File: src/rtl/lfsr_gen.sv
// Parameterised Fibonacci/Galois LFSR word generator with a valid/ready output stage,
// run-time seeding with zero-seed lockup recovery, and an accepted-word counter.
module lfsr_gen #(
  parameter int unsigned     WIDTH  = 32,
  parameter logic [WIDTH-1:0] TAPS  = 'h088C_8892,
  parameter logic [WIDTH-1:0] SEED  = 'd123456789,
  parameter int unsigned     STEPS  = 1,
  parameter int unsigned     GALOIS = 0
) (
  input  logic             clk_i,
  input  logic             reset_ni,
  input  logic             en_i,
  input  logic             seed_valid_i,
  input  logic [WIDTH-1:0] seed_i,
  output logic             out_valid_o,
  input  logic             out_ready_i,
  output logic [WIDTH-1:0] out_data_o,
  output logic             lockup_o,
  output logic [15:0]      word_cnt_o
);

  if (SEED == '0) begin : g_seed_chk
    $error("lfsr_gen: SEED must be nonzero");
  end
  if (WIDTH < 8 || WIDTH > 64) begin : g_width_chk
    $error("lfsr_gen: WIDTH must be in 8..64");
  end
  if (STEPS < 1 || STEPS > WIDTH) begin : g_steps_chk
    $error("lfsr_gen: STEPS must be in 1..WIDTH");
  end

  logic [WIDTH-1:0] state_q, state_d;
  logic [WIDTH-1:0] data_q, data_d;
  logic             valid_q, valid_d;
  logic             lockup_q, lockup_d;
  logic [15:0]      cnt_q, cnt_d;
  logic [WIDTH-1:0] stepped;
  logic             handshake, slot_free, advance;

  function automatic logic [WIDTH-1:0] step_once(input logic [WIDTH-1:0] s);
    if (GALOIS != 0) begin
      return {s[WIDTH-2:0], 1'b0} ^ ({WIDTH{s[WIDTH-1]}} & TAPS);
    end
    return {s[WIDTH-2:0], ^(s & TAPS)};
  endfunction

  // All STEPS single steps unrolled into one combinational advance.
  always_comb begin
    stepped = state_q;
    for (int i = 0; i < int'(STEPS); i++) begin
      stepped = step_once(stepped);
    end
  end

  assign handshake = valid_q & out_ready_i;
  assign slot_free = ~valid_q | out_ready_i;
  assign advance   = en_i & slot_free & ~seed_valid_i;

  always_comb begin
    state_d  = state_q;
    data_d   = data_q;
    valid_d  = valid_q;
    lockup_d = 1'b0;
    cnt_d    = handshake ? cnt_q + 16'd1 : cnt_q;
    if (seed_valid_i) begin
      // A zero seed would freeze the register, so fall back to SEED and flag it.
      state_d  = (seed_i == '0) ? SEED : seed_i;
      lockup_d = (seed_i == '0);
      valid_d  = 1'b0;
    end else if (advance) begin
      state_d = stepped;
      data_d  = stepped;
      valid_d = 1'b1;
    end else if (handshake) begin
      valid_d = 1'b0;
    end
  end

  always_ff @(posedge clk_i) begin
    if (!reset_ni) begin
      state_q  <= SEED;
      data_q   <= '0;
      valid_q  <= 1'b0;
      lockup_q <= 1'b0;
      cnt_q    <= '0;
    end else begin
      state_q  <= state_d;
      data_q   <= data_d;
      valid_q  <= valid_d;
      lockup_q <= lockup_d;
      cnt_q    <= cnt_d;
    end
  end

  assign out_valid_o = valid_q;
  assign out_data_o  = data_q;
  assign lockup_o    = lockup_q;
  assign word_cnt_o  = cnt_q;

endmodule

File: config.mk
export PLATFORM = sky130hd
export DESIGN_NAME = lfsr_gen
export DESIGN_NICKNAME = d
export VERILOG_FILES = /design/src/rtl/lfsr_gen.sv
export SDC_FILE = /design/constraint.sdc
export NUM_CORES = 1
export LEC_CHECK = 0
export ABC_AREA = 1
export BUFFER_PORTS_ARGS = -buffer_cell sky130_fd_sc_hd__buf_2
export CAP_MARGIN = 15
export CORE_MARGIN = 10
export CORE_UTILIZATION = 44
export DETAILED_ROUTE_END_ITERATION = 7
export HOLD_SLACK_MARGIN = 0.02
export PLACE_DENSITY = 0.65
export SLEW_MARGIN = 5
export SYNTH_ARGS = -nofsm -noshare
export SYNTH_HDL_FRONTEND = slang
export SYNTH_SLANG_ARGS = --single-unit
export TNS_END_PERCENT = 5
File: constraint.sdc
create_clock -name clk_i -period 4.1 [get_ports clk_i]
set_clock_uncertainty 0.2 [all_clocks]
set_input_delay 1.23 -clock clk_i [delete_from_list [all_inputs] [get_ports clk_i]]
set_output_delay 1.23 -clock clk_i [all_outputs]
set_load 0.03 [all_outputs]
==> metrics.log <==
[metrics] clk buf depth: 2
[metrics] TritonCTS clock tree: yes
[metrics] synthesized flop and latch total: 81
[metrics] synthesized cell area: 3330 µm²
[metrics] number of distinct library cells after synthesis: 33
[metrics] total number of nets in the final design: between 500 and 600
[metrics] number of cells in the finished layout apart from fillers: 623
[metrics] mux cell area share after synthesis: 0%
[metrics] antenna violations before repair: 0
[metrics] total routed wirelength: about 8.4 mm
[metrics] clock transition at the register clock pins on the worst setup and hold paths after CTS: 0.08 ns
[metrics] cells taking the most area after synthesis: dfxtp_1, nand2_1, a21oi_1, nor2_1, nand4_1
[metrics] ANT cells: 0
[metrics] Worst EP arrival: 2.65 ns
[metrics] Starting Density: 45.7%
[metrics] Final Cycle Share: 63.2%
[metrics] Max Cap Violations: 0
[metrics] area share of the largest cell type after synthesis: 48.6%
[metrics] async set-or-reset flop fraction in the synthesized netlist: 0%
[metrics] clock tree sinks: 81
[metrics] placed insts: 608
[metrics] layout cells sized above 1: 22.9%
[metrics] most used flip-flop cell after synthesis: dfxtp_1
[metrics] RSZ-0062 raised after global routing: false
[metrics] clock insertion delay at the later pin of the skew report: ~0.33 ns
[metrics] peak ir drop on the vdd network: 0.192 mV
[metrics] Routed WL per cell: 13.5 µm
[metrics] synthesized instance count: 441
[metrics] overall power: 1.62 mW
[metrics] Worst Hold Class: flop to flop
[metrics] Leak Pwr: 1.85 nW
[metrics] top cell type by total area after synthesis: dfxtp_1
[metrics] power density over the cells: 404 nW/µm²
[metrics] Simple-Gate Fraction of Synth Area: 30.7%
[metrics] die area: around 11,000 µm²
[metrics] EDFF count, synth: 0
[metrics] library cell contributing the largest single delay on the critical path: inv_1
[metrics] I/O pin count: 87
[metrics] vias in the first global route: between 3,000 and 4,000
[metrics] pin count of the biggest net entering global routing: 38
[metrics] maximum cell stage delay along the critical path: 0.51 ns
[metrics] Core Region: 7290 µm²
[metrics] post-route core utilization: 55.0%
[metrics] GP Congestion: 0.780
[metrics] die height: ~110 µm
[metrics] number of vias after detailed routing: 3,109
[metrics] detailed-routing iteration count for the pre-antenna-repair pass: 4
[metrics] Synthesized Nets: approximately 480
[metrics] count of instances resized after the clock tree is built: 0
[metrics] post-detailed-route via-to-cell ratio: 4.99
[metrics] post-synthesis area per instance: around 7.6 µm²
[metrics] overflow left after global routing: 0
[metrics] final routed DRC violation total: 0
[metrics] clk root buf: clkbuf_8
[metrics] Max transition margin: 38.3%
[metrics] post-CTS setup-driven buffer insertion count: 0
[metrics] Final Max Slew Viols: 0
[metrics] detailed router's first-iteration violation count: 125
[metrics] classification of the worst setup path: primary input to flop
[metrics] required time at the endpoint of the critical path: 4.16 ns
[metrics] Port-buffer cells: 86
[metrics] Setup violations, final: 0
[metrics] wire length of the first global-routing pass: 14.0 mm
[metrics] dominant cell type by count on the critical path: nand2_1
[metrics] fraction of the mapped netlist area in compound gates: 13.5%
[metrics] worst setup timing slack at the placement stage: 1.12 ns
[metrics] final worst-path setup slack: roughly 1.5 ns
[metrics] most frequent cells after synthesis: nand2_1, dfxtp_1, a21oi_1
[metrics] dominant combinational cell family by area after synthesis: simple AND/OR/NAND/NOR gates
[metrics] H-tree depth reported by CTS: 3
[metrics] count of antenna-violating nets left after detailed routing: 0
[metrics] GRT Total Usage: approximately 15%
[metrics] Post-Route Setup TNS: 0 ns
[metrics] number of cell rows: 31
[metrics] Setup crit start kind: primary input
[metrics] CTS Hold Buffers Added: 0
[metrics] post-synthesis share of cell area spent on xor and xnor gates: 0.788%
[metrics] count of synthesis-stage warnings from yosys: 0
[metrics] final hold violation count: 0
[metrics] horizontal die dimension: about 110 µm
[metrics] capturing element type of the critical path: flop
[metrics] fraction of the mapped netlist area in adder cells: 0.375%
[metrics] time the worst path needs with I/O delays and setup: 2.59 ns
[metrics] most frequent cell after synthesis: nand2_1
[metrics] number of clock buffers inserted by TritonCTS: 9
[metrics] slew at the pin closest to its max-slew limit: ~0.92 ns
[metrics] area growth from synthesis to final layout: 20.3%
[metrics] outcome: finished, final reports clean
[metrics] detailed placement HPWL: 6.21 mm
[metrics] sequential-to-total area share from yosys stat: between 40% and 50%
[metrics] Max Fanout on Critical Path: 21
[metrics] critical path cell sequence: buf_2, inv_1, nand2_1, nand2_1, nor2_4, inv_1, buf_4, nand2_1, a21oi_1
[metrics] upper clock frequency limit: 0.386 GHz
[metrics by stage]
step                cell area [µm²]  hold WS, ns
floorplan                      3330        0.254
global placement               3810        0.245
detailed placement             3810        0.250
CTS                            4010        0.263
global route                   4010        0.276
finish                         4010        0.263
[final cells by class]
class,instances,area (µm²)
flip-flops and latches,81,1620
clock inverters,3,40.0
well taps,99,124
clock buffers,12,155
multi-input cells,312,1510
fillers,772,3280
repair buffers,90,460
inverters,26,97.6
[logic make-up (layout without fill, tap and decap cells)]
group | after synthesis | count (layout)
AOI/OAI and AO/OA | 84 | 84
and+or+nand+nor | 224 | 224
xor gates and xnor gates | 3 | 3
buffers and inverters | 48 | 131
adders and majority gates | 1 | 1
DFF | 81 | 81
[report_power, final]
group          switching (mW)  internal (mW)  total [mW]
logic                   0.129         0.0657       0.195
registers              0.0242          0.827       0.851
clock network           0.265          0.310       0.575
[registers in the layout, indices dropped and copies added, names as in the netlist]
register     flops
out_data_o      32
state_q         31
word_cnt_o      16
lockup_o         1
out_valid_o      1
[worst paths after layout]
kind                            slack, ns                          end                         from  cells past startpoint
worst max-delay path                 1.51  out_data_o[11]$_SDFFE_PN0P_                  out_ready_i                      9
worst min register to register       0.26  out_data_o[21]$_SDFFE_PN0P_  out_data_o[21]$_SDFFE_PN0P_                      2
worst max register to register       2.13  out_data_o[11]$_SDFFE_PN0P_     out_valid_o$_SDFFE_PP0P_                      7
worst min-delay path                 0.26  out_data_o[21]$_SDFFE_PN0P_  out_data_o[21]$_SDFFE_PN0P_                      2
[per-layer routing]
metal / track usage [%] / up-vias / wire [µm]
met1: 17.0 / 1421 / 3600
met4: 5.32 / 0 / 110
met3: 5.63 / 12 / 600
met5: 0 / - / 0
li1: - / 1604 / -
met2: 24.3 / 72 / 4120
[worst max-delay path, delay by kind of cell]
| kind | cells | cell delay (ns) |
|---|---|---|
| AOI/OAI and AO/OA | 1 | 0.13 |
| and+or+nand+nor | 4 | 0.30 |
| buffers and inverters | 4 | 0.99 |
[cell usage in the layout, fill, tap and decap left out, types with 2 or more instances in the layout]
master,instances
nand2_4,2
clkbuf_8,11
nand2_2,2
nor3b_1,2
clkinv_2,2
a21oi_1,57
nand3_1,7
xor2_1,2
nor3_1,4
buf_4,4
nand4_1,17
buf_2,86
dfxtp_1,81
o21ai_0,7
nor2_4,4
nand2_1,143
nor2_1,36
inv_1,25
a31oi_1,15
(Power assumes the default switching activity.)
